### src/rtl/color_pkg.sv
`default_nettype none
// +----------------------------------------------------------------------+
// | Module   : color_pkg                                                 |
// | Brief    : Shared types and the hue-range helper for run detection.  |
// | Revision : 1.0                                                       |
// +----------------------------------------------------------------------+
package color_pkg;

  localparam int HUE_W    = 9;
  localparam int HUE_SPAN = 360;

  typedef enum logic [1:0] {
    PIX_VOID   = 2'd0,
    PIX_BLACK  = 2'd1,
    PIX_COLOUR = 2'd2
  } pix_kind_e;

  typedef enum logic [1:0] {
    ST_IDLE = 2'd0,
    ST_RUN  = 2'd1,
    ST_GAP  = 2'd2
  } run_state_e;

  // Inclusive bounds; lo > hi describes a range that wraps through hue 0.
  function automatic logic hue_in_range(input logic [HUE_W-1:0] h,
                                         input logic [HUE_W-1:0] lo,
                                         input logic [HUE_W-1:0] hi);
    if (lo <= hi) return (h >= lo) && (h <= hi);
    else          return (h >= lo) || (h <= hi);
  endfunction

endpackage
`default_nettype wire

### src/rtl/hsv_class_lut.sv
`default_nettype none
// +----------------------------------------------------------------------+
// | Module   : hsv_class_lut                                             |
// | Brief    : Classifies one HSV pixel as hue class, BLACK or VOID.     |
// | Revision : 1.0                                                       |
// +----------------------------------------------------------------------+
module hsv_class_lut
  import color_pkg::*;
#(
  parameter int NUM_CLASSES = 3,
  parameter int CLS_W       = 3,
  parameter int SAT_W       = 5,
  parameter int VAL_W       = 5,
  parameter int X_W         = 10,
  parameter logic [9*NUM_CLASSES-1:0] HUE_LO = {9'd190, 9'd40, 9'd340},
  parameter logic [9*NUM_CLASSES-1:0] HUE_HI = {9'd250, 9'd70, 9'd20},
  parameter int MIN_SAT     = 8,
  parameter int MIN_VAL     = 8,
  parameter int BLACK_VAL   = 4
) (
  input  logic             clk,
  input  logic             rst_n,
  input  logic             pix_valid,
  input  logic             line_start,
  input  logic [8:0]       hue,
  input  logic [SAT_W-1:0] sat,
  input  logic [VAL_W-1:0] val,
  input  logic [X_W-1:0]   horiz_count,
  output logic             cls_valid,
  output logic             cls_line_start,
  output pix_kind_e        cls_kind,
  output logic [CLS_W-1:0] cls_id,
  output logic [X_W-1:0]   cls_x
);

  localparam logic [SAT_W-1:0] C_MIN_SAT   = SAT_W'(MIN_SAT);
  localparam logic [VAL_W-1:0] C_MIN_VAL   = VAL_W'(MIN_VAL);
  localparam logic [VAL_W-1:0] C_BLACK_VAL = VAL_W'(BLACK_VAL);
  localparam logic [8:0]       C_HUE_SPAN  = 9'(HUE_SPAN);

  logic             w_hue_ok;
  logic             w_hit;
  logic [CLS_W-1:0] w_id;
  pix_kind_e        w_kind;

  always_comb begin
    w_hue_ok = (hue < C_HUE_SPAN);
    w_hit    = 1'b0;
    w_id     = '0;
    if (w_hue_ok && (sat >= C_MIN_SAT) && (val >= C_MIN_VAL)) begin
      // Scan downwards so the lowest matching class index is the one kept.
      for (int i = NUM_CLASSES - 1; i >= 0; i--) begin
        if (hue_in_range(hue, HUE_LO[9*i +: 9], HUE_HI[9*i +: 9])) begin
          w_hit = 1'b1;
          w_id  = CLS_W'(i);
        end
      end
    end
    if (w_hit)                                 w_kind = PIX_COLOUR;
    else if (w_hue_ok && (val < C_BLACK_VAL)) w_kind = PIX_BLACK;
    else                                       w_kind = PIX_VOID;
  end

  always_ff @(posedge clk) begin
    if (!rst_n) begin
      cls_valid      <= 1'b0;
      cls_line_start <= 1'b0;
      cls_kind       <= PIX_VOID;
      cls_id         <= '0;
      cls_x          <= '0;
    end else begin
      cls_valid      <= pix_valid;
      cls_line_start <= line_start;
      if (pix_valid) begin
        cls_kind <= w_kind;
        cls_id   <= w_id;
        cls_x    <= horiz_count;
      end
    end
  end

endmodule
`default_nettype wire

### src/rtl/color_run_detector.sv
`default_nettype none
// +----------------------------------------------------------------------+
// | Module   : color_run_detector                                        |
// | Brief    : Per-scanline colour run tracker with black-gap bridging.  |
// | Revision : 1.0                                                       |
// +----------------------------------------------------------------------+
module color_run_detector
  import color_pkg::*;
#(
  parameter int NUM_CLASSES = 3,
  parameter int CLS_W       = 3,
  parameter int SAT_W       = 5,
  parameter int VAL_W       = 5,
  parameter int X_W         = 10,
  parameter logic [9*NUM_CLASSES-1:0] HUE_LO = {9'd190, 9'd40, 9'd340},
  parameter logic [9*NUM_CLASSES-1:0] HUE_HI = {9'd250, 9'd70, 9'd20},
  parameter int MIN_SAT     = 8,
  parameter int MIN_VAL     = 8,
  parameter int BLACK_VAL   = 4,
  parameter int MAX_GAP     = 2,
  parameter int MIN_RUN     = 4
) (
  input  logic             clk,
  input  logic             rst_n,
  input  logic             pix_valid,
  input  logic             line_start,
  input  logic [8:0]       hue,
  input  logic [SAT_W-1:0] sat,
  input  logic [VAL_W-1:0] val,
  input  logic [X_W-1:0]   horiz_count,
  output logic             run_valid,
  output logic [CLS_W-1:0] run_class,
  output logic [X_W-1:0]   run_start,
  output logic [X_W-1:0]   run_end,
  output logic [X_W:0]     run_len
);

  localparam int           GAP_W     = $clog2(MAX_GAP + 2);
  localparam logic [X_W:0] C_MIN_RUN = (X_W+1)'(MIN_RUN);
  localparam logic [X_W:0] C_ONE     = (X_W+1)'(1);

  logic             w_s1_valid;
  logic             w_s1_line_start;
  pix_kind_e        w_s1_kind;
  logic [CLS_W-1:0] w_s1_cls;
  logic [X_W-1:0]   w_s1_x;

  run_state_e       r_state;
  logic [GAP_W-1:0] r_gap;
  logic [CLS_W-1:0] r_cls;
  logic [X_W-1:0]   r_start;
  logic [X_W-1:0]   r_end;

  logic             w_close;
  logic             w_from_idle;
  logic [X_W:0]     w_len;

  hsv_class_lut #(
    .NUM_CLASSES (NUM_CLASSES),
    .CLS_W       (CLS_W),
    .SAT_W       (SAT_W),
    .VAL_W       (VAL_W),
    .X_W         (X_W),
    .HUE_LO      (HUE_LO),
    .HUE_HI      (HUE_HI),
    .MIN_SAT     (MIN_SAT),
    .MIN_VAL     (MIN_VAL),
    .BLACK_VAL   (BLACK_VAL)
  ) u_lut (
    .clk            (clk),
    .rst_n          (rst_n),
    .pix_valid      (pix_valid),
    .line_start     (line_start),
    .hue            (hue),
    .sat            (sat),
    .val            (val),
    .horiz_count    (horiz_count),
    .cls_valid      (w_s1_valid),
    .cls_line_start (w_s1_line_start),
    .cls_kind       (w_s1_kind),
    .cls_id         (w_s1_cls),
    .cls_x          (w_s1_x)
  );

  always_comb begin
    w_len   = {1'b0, r_end} - {1'b0, r_start} + C_ONE;
    w_close = 1'b0;
    if (r_state != ST_IDLE) begin
      if (w_s1_line_start) begin
        w_close = 1'b1;
      end else if (w_s1_valid) begin
        if (w_s1_kind == PIX_VOID)
          w_close = 1'b1;
        else if (w_s1_kind == PIX_BLACK)
          w_close = (r_state == ST_GAP) ? (int'(r_gap) + 1 > MAX_GAP) : (1 > MAX_GAP);
        else
          w_close = (w_s1_cls != r_cls);
      end
    end
    // After a close the same pixel is judged as if no run were open.
    w_from_idle = (r_state == ST_IDLE) || w_s1_line_start || w_close;
  end

  always_ff @(posedge clk) begin
    if (!rst_n) begin
      r_state   <= ST_IDLE;
      r_gap     <= '0;
      r_cls     <= '0;
      r_start   <= '0;
      r_end     <= '0;
      run_valid <= 1'b0;
      run_class <= '0;
      run_start <= '0;
      run_end   <= '0;
      run_len   <= '0;
    end else begin
      run_valid <= 1'b0;
      if (w_close && (w_len >= C_MIN_RUN)) begin
        run_valid <= 1'b1;
        run_class <= r_cls;
        run_start <= r_start;
        run_end   <= r_end;
        run_len   <= w_len;
      end
      if (w_s1_valid) begin
        if (w_from_idle) begin
          r_gap <= '0;
          if (w_s1_kind == PIX_COLOUR) begin
            r_state <= ST_RUN;
            r_cls   <= w_s1_cls;
            r_start <= w_s1_x;
            r_end   <= w_s1_x;
          end else begin
            r_state <= ST_IDLE;
          end
        end else if (w_s1_kind == PIX_COLOUR) begin
          r_state <= ST_RUN;
          r_end   <= w_s1_x;
          r_gap   <= '0;
        end else begin
          r_state <= ST_GAP;
          r_gap   <= r_gap + 1'b1;
        end
      end else if (w_close) begin
        r_state <= ST_IDLE;
        r_gap   <= '0;
      end
    end
  end

endmodule
`default_nettype wire

### config.mk
export PLATFORM = sky130hd
export DESIGN_NAME = color_run_detector
export DESIGN_NICKNAME = d
export VERILOG_FILES = /design/src/rtl/color_pkg.sv /design/src/rtl/hsv_class_lut.sv /design/src/rtl/color_run_detector.sv
export SDC_FILE = /design/constraint.sdc
export NUM_CORES = 1
export LEC_CHECK = 0
export CORE_MARGIN = 8
export CORE_UTILIZATION = 55
export CTS_CLUSTER_SIZE = 40
export DETAILED_ROUTE_END_ITERATION = 16
export DONT_BUFFER_PORTS = 1
export PLACE_DENSITY = 0.7
export SLEW_MARGIN = 10
export SYNTH_ARGS = -nofsm -noshare
export SYNTH_HDL_FRONTEND = slang
export SYNTH_SLANG_ARGS = --single-unit
### constraint.sdc
create_clock -name clk -period 9 [get_ports clk]
set_clock_uncertainty 0.2 [all_clocks]
set_input_delay 1.8 -clock clk [delete_from_list [all_inputs] [get_ports clk]]
set_output_delay 1.8 -clock clk [all_outputs]
set_load 0.01 [all_outputs]
== Word level (Yosys, flattened, before mapping) ==
Cells that the tools add are included.

* Flip-flop bits (word level): 79
* Latch bits: 0
* Bits in writable memories: 0
* ROM bits: 0
* Bits of input ports: 33
* Output and inout port bits: 35
* Memories kept: 0

* Add/sub/neg operators: 4
* Multiply operators: 0
* Divide/modulo/power cells: 0
* Order comparisons: 12
* Equality and inequality tests: 4
* Shifts and indexed selects: 0
* Mux-type cells: 28
* Bitwise gates (word level): 0
* Reductions and logical operators: 15

{| class="wikitable"
|+ Operator list
! cell !! number
|-
| two-way mux 2 bit || 11
|-
| two-way mux 1 bit || 16
|-
| adder 11 x 1 -> 11 bit, second input constant || 1
|-
| >= comparator 11 x 3 -> 1 bit, second input constant || 1
|-
| subtractor 10 x 10 -> 11 bit || 1
|-
| >= comparator 5 x 4 -> 1 bit, second input constant || 2
|-
| >= comparator 9 x 6 -> 1 bit, second input constant || 1
|-
| >= comparator 9 x 8 -> 1 bit, second input constant || 1
|-
| >= comparator 9 bit, second input constant || 1
|-
| <= comparator 9 x 5 -> 1 bit, second input constant || 1
|-
| <= comparator 9 x 7 -> 1 bit, second input constant || 1
|-
| <= comparator 9 x 8 -> 1 bit, second input constant || 1
|-
| < comparator 9 bit, second input constant || 1
|-
| logical AND 1 bit || 6
|-
| < comparator 5 x 3 -> 1 bit, second input constant || 1
|-
| == test 2 bit, second input constant || 2
|-
| logical NOT 2 bit || 2
|-
| nonzero test 2 bit || 2
|-
| adder 2 x 1 -> 3 bit, second input constant || 1
|-
| > comparator 3 x 2 -> 1 bit, second input constant || 1
|-
| logical OR 1 bit || 3
|-
| two-way mux 3 bit || 1
|-
| != test 3 bit || 1
|-
| AND reduction 3 bit || 1
|-
| 3 further kinds || 3
|}

== Logic depth before layout (Yosys ltp) ==
* Word-level depth: 11
* Mapped depth: 13
* Mapped depth without buffers: 11

== By module ==
Synthesis repeated with hierarchy kept, for this count alone.

* Cell total of the unflattened synthesis: 516
* Area total of the unflattened synthesis: 4439.3 µm²

{| class="wikitable"
|+ Modules (own cells, without submodules)
! module !! instances !! cells an instance !! area each (µm²) !! sequential area each (µm²)
|-
| color_run_detector || 1 || 438 || 3693.5 || 1241.2
|-
| hsv_class_lut || 1 || 78 || 745.7 || 320.3
|}

== Least setup slack after synthesis ==
No wires, ideal clock.

* Path kind: in2reg
* Start point: input rst_n
* End point: register r_cls[0]
* Arrival: 2990 ps
* Path slack: 5683 ps
* Stages on the path: 6
* Buffers on the path: 4
* Cell sequence: clkbuf_1 > inv_1 > buf_1 > buf_1 > clkbuf_1 > nor2_1

{| class="wikitable"
|+ RTL lines
! item !! line !! source
|-
| from (decl) || color_run_detector.sv:24 || <nowiki>input logic rst_n,</nowiki>
|-
| to (signal assigned) || color_run_detector.sv:130 || <nowiki>r_cls <= w_s1_cls;</nowiki>
|-
| to (decl) || color_run_detector.sv:50 || <nowiki>logic [CLS_W-1:0] r_cls;</nowiki>
|}

No word-level cell between the ends.

== Worst setup path after layout ==
* Start point: register r_end[1]
* End point: register run_end[0]

* Cells in the longest elaborated chain, start to end: 4

{| class="wikitable"
|+ Ends and longest elaborated chain
! item !! line !! source
|-
| from (decl) || color_run_detector.sv:52 || <nowiki>logic [X_W-1:0] r_end;</nowiki>
|-
| from (signal assigned) || color_run_detector.sv:132 || <nowiki>r_end <= w_s1_x;</nowiki>
|-
| from (signal assigned) || color_run_detector.sv:138 || <nowiki>r_end <= w_s1_x;</nowiki>
|-
| subtractor 10 x 10 -> 11 bit || color_run_detector.sv:86 || <nowiki>w_len = {1'b0, r_end} - {1'b0, r_start} + C_ONE;</nowiki>
|-
| adder 11 x 1 -> 11 bit || color_run_detector.sv:86 ||
|-
| >= comparator 11 x 3 -> 1 bit || color_run_detector.sv:118 || <nowiki>if (w_close && (w_len >= C_MIN_RUN)) begin</nowiki>
|-
| logical AND 1 bit || color_run_detector.sv:118 ||
|-
| to (signal assigned) || color_run_detector.sv:122 || <nowiki>run_end <= r_end;</nowiki>
|-
| to (decl) || color_run_detector.sv:34 || <nowiki>output logic [X_W-1:0] run_end,</nowiki>
|}

Every way passes these cells.
A chain may end at the register's enable or synchronous reset.

==> results_dict.tcl <==
set metrics [dict create \
    status "finished clean" \
    period_needed_ns 4.34 \
    clkTransAtPathRegs_ns 0.08 \
    die_h_um 106 \
    yosys.area_share.xor_xnor 0.00988 \
    r2r-end "run_end[0]" \
    cp.required_ns 9.03 \
    firstDrtPassIters 4 \
    area_growth_pct 4.26 \
    p_clk_frac 0.382 \
    wl_per_cell_um 17.4 \
    dp_slack_ns 4.66 \
    synthAdderAreaFrac 0.0638 \
    start_util 0.571 \
    startpoint "r_end[1]" \
    dp.cells 575 \
    cts_hold_buf 0 \
    h-tree-depth 3 \
    core_area_um2 7770 \
    slowest_delay_ns 0.88 \
    synth_most_common_cell "dfxtp_1" \
    timing.rr.start "r_end[1]" \
    netlist_top_cells_count "dfxtp_1 (76), nand2_1 (49), nor2_1 (46)" \
    nets 539 \
    ant_nets 0 \
    crit_path_end_kind "register" \
    instances_no_fill 591 \
    reg2reg_depth 11 \
    root_buffer "clkbuf_8" \
    maxCapViolations 0 \
    p_per_area_nw_per_um2 147 \
    combPwrFrac 0.111 \
    intPower_w 0.000486 \
    ys_warn_count 0 \
    synth.distinct_cells 57 \
    peakVddDrop_uv 86.0 \
    crit_path_end "run_end[0]" \
    ios 68 \
    die_area_um2 11200 \
    numClockSinks 76 \
    tightest_slew_ns 1.20 \
    muxShareOfSynthArea 0.0793 \
    async_flop_share 0 \
    p_leak_nw 1.80 \
    fin_hold_ws_ns 0.273 \
    grt_pass1_wl_um 17300 \
    cp_cell_sequence "inv_1 > ha_1 > inv_1 > ha_1 > fa_1 > a21o_1 > a221oi_4 > xnor2_1 > nor4_2 > nand3_1 > o311ai_0" \
    antenna_found_initial 0 \
    synth_compound_area_frac 0.245 \
    via_per_inst 6.17 \
    seqPwrFrac 0.507 \
    synth-seq-cells 76 \
    track_usage 0.187 \
    cpMaxStageDelayCell "nand3_1" \
    finalCritPeriodShare 0.483 \
    syn-instance-count 507 \
    drt_iter0_drc 219 \
    synth_seq_area_share 0.343 \
    layout_setup_ws_ns 4.66 \
    num_antenna_cells 0 \
    worstPathMaxFanout 30 \
    synth.largest_area_cell "dfxtp_1" \
    crit_arrival_ns 4.37 \
    syn-num-nets 562 \
    synth_edf_count 0 \
    final-setup-viol-count 0 \
    syn_area_per_cell_um2 8.74 \
    post_cts_buffers 0 \
    cts_buffers 9 \
    clk_latency_ns 0.36 \
    synth-simple-area-share 0.194 \
    io_buffers 0 \
    hpwl_um 7430 \
    synthFlopType "dfxtp_1" \
    drcViolationCount 0 \
    synth.top_cell.area_share 0.343 \
    die_width_um 106 \
    grt_overflow 0 \
    grt_max_degree 62 \
    rrSetupSlack_ns 4.66 \
    hold_viol_final 0 \
    post_cts_resized 0 \
    fill_cells 702 \
    fmax_mhz 230 \
    hold_path_class "register to register" \
    cts.path.max_buffers 2 \
    drive_above_1_share 0.106 \
    rows 32 \
    slew_headroom 0.195 \
    start_kind "register" \
    p_switching_w 0.000193 \
    grt_pass1_vias 3452 \
    synth_area_leaders "dfxtp_1 (34%), mux2i_1 (7.7%), ha_1 (5.9%), o31ai_2 (5.4%), a2bb2oi_1 (4.7%)" \
    routed_wl_um 10300 \
    critical_path_class "register to register" \
    cts_tree "done" \
    netlist_area_um2 4430 \
    synth_top_family_by_area "compound AO/OA/AOI/OAI gates" \
    p_sw_frac 0.284 \
    rsz0062_at_grt "false" \
    fin_tns_setup_ns 0 \
    drv_slew 0 \
    gp_congestion 0.866 \
    via_count 3646 \
]
## cell families after synthesis
| group | Yosys count |
|---|---|
| compound gates | 124 |
| xor+xnor | 5 |
| fa+ha+maj | 22 |
| buf+inv | 64 |
| flops | 76 |
| mux | 35 |
| other cells | 1 |
| simple gates | 180 |
## metal layers
layer  part of all wire  vias up  wire, um  GRT usage
met5                  0        -         0          0
met4              0.013        0       133     0.0623
met3              0.062       11       635     0.0493
met2               0.47       83      4830      0.302
met1               0.46     1716      4700      0.236
li1                   -     1836         -          -
## metrics by stage
step	power, W	instance area [um2]	util
6_report	0.000678	4620	0.595
4_1_cts	0.000683	4620	0.595
3_5_place_dp	0.000427	4430	0.570
3_3_place_gp	0.000425	4430	0.570
5_1_grt	0.000705	4620	0.595
2_1_floorplan	0.000424	4430	-
## final cells by class
type / count / area [um2] / share of cell area
clock buffers: 10 / 128 / 0.0276
multi-input cells: 367 / 2640 / 0.571
repair buffers: 8 / 60.1 / 0.0130
inverters: 22 / 82.6 / 0.0179
flip-flops and latches: 76 / 1520 / 0.329
well taps: 102 / 128 / 0.0276
clock inverters: 6 / 65.1 / 0.0141
## cells in the final DEF (no fill, tap or decap), types with 3 or more instances in the layout
cell type / instances
clkbuf_8: 9
mux2i_1: 34
dfxtp_1: 76
and3_1: 3
nand3_1: 26
o21ai_0: 10
inv_1: 22
ha_1: 21
nor2_1: 44
a21oi_1: 9
o311ai_1: 21
o311ai_0: 4
o31ai_2: 19
nor3_1: 17
nand2_1: 49
nor2b_1: 5
xnor2_1: 4
buf_4: 8
a21o_1: 6
nand2b_1: 4
a2bb2oi_1: 24
o31ai_1: 5
and2_1: 4
o211ai_1: 8
nor4_1: 11
## how the worst min path moves through the flow
stage | from | endpoint | slack [ns] | cells after the start
after floorplan | r_state[0] | r_state[0] | 0.24 | 2
after global placement | r_state[0] | r_state[0] | 0.25 | 2
after detailed placement | r_state[0] | r_state[0] | 0.27 | 2
after CTS | r_state[0] | r_state[0] | 0.28 | 2
after global routing | r_state[0] | r_state[0] | 0.31 | 2
final | r_state[0] | r_state[0] | 0.27 | 2
## state kept, by name, summed over array words and instances (netlist names), 2 cells and up
signal and flops:
r_state 2, run_len 11, u_lut.cls_x 10, r_end 10, r_start 10, run_class 2, u_lut.cls_kind 2, run_end 10
run_start 10, r_cls 2, u_lut.cls_id 2, r_gap 2
## worst max-delay path, delay by kind of cell, from the launching register on
kind	cells	cell delay, ns
AND/OR/NAND/NOR	2	1.24
buffers and inverters	2	0.10
XOR/XNOR	1	0.17
flip-flops	1	0.34
AO/OA/AOI/OAI	3	1.23
adder cells (fa/ha/maj)	3	0.93
## power groups by stage
stage	Sequential (W)	Combinational [W]	Clock, W
2_1_floorplan	0.000350	0.0000741	0
3_3_place_gp	0.000352	0.0000737	0
3_5_place_dp	0.000352	0.0000748	0
4_1_cts	0.000344	0.0000748	0.000264
5_1_grt	0.000345	0.0000831	0.000278
6_report	0.000344	0.0000751	0.000259
Note: power is estimated with default switching activity, not from simulation.
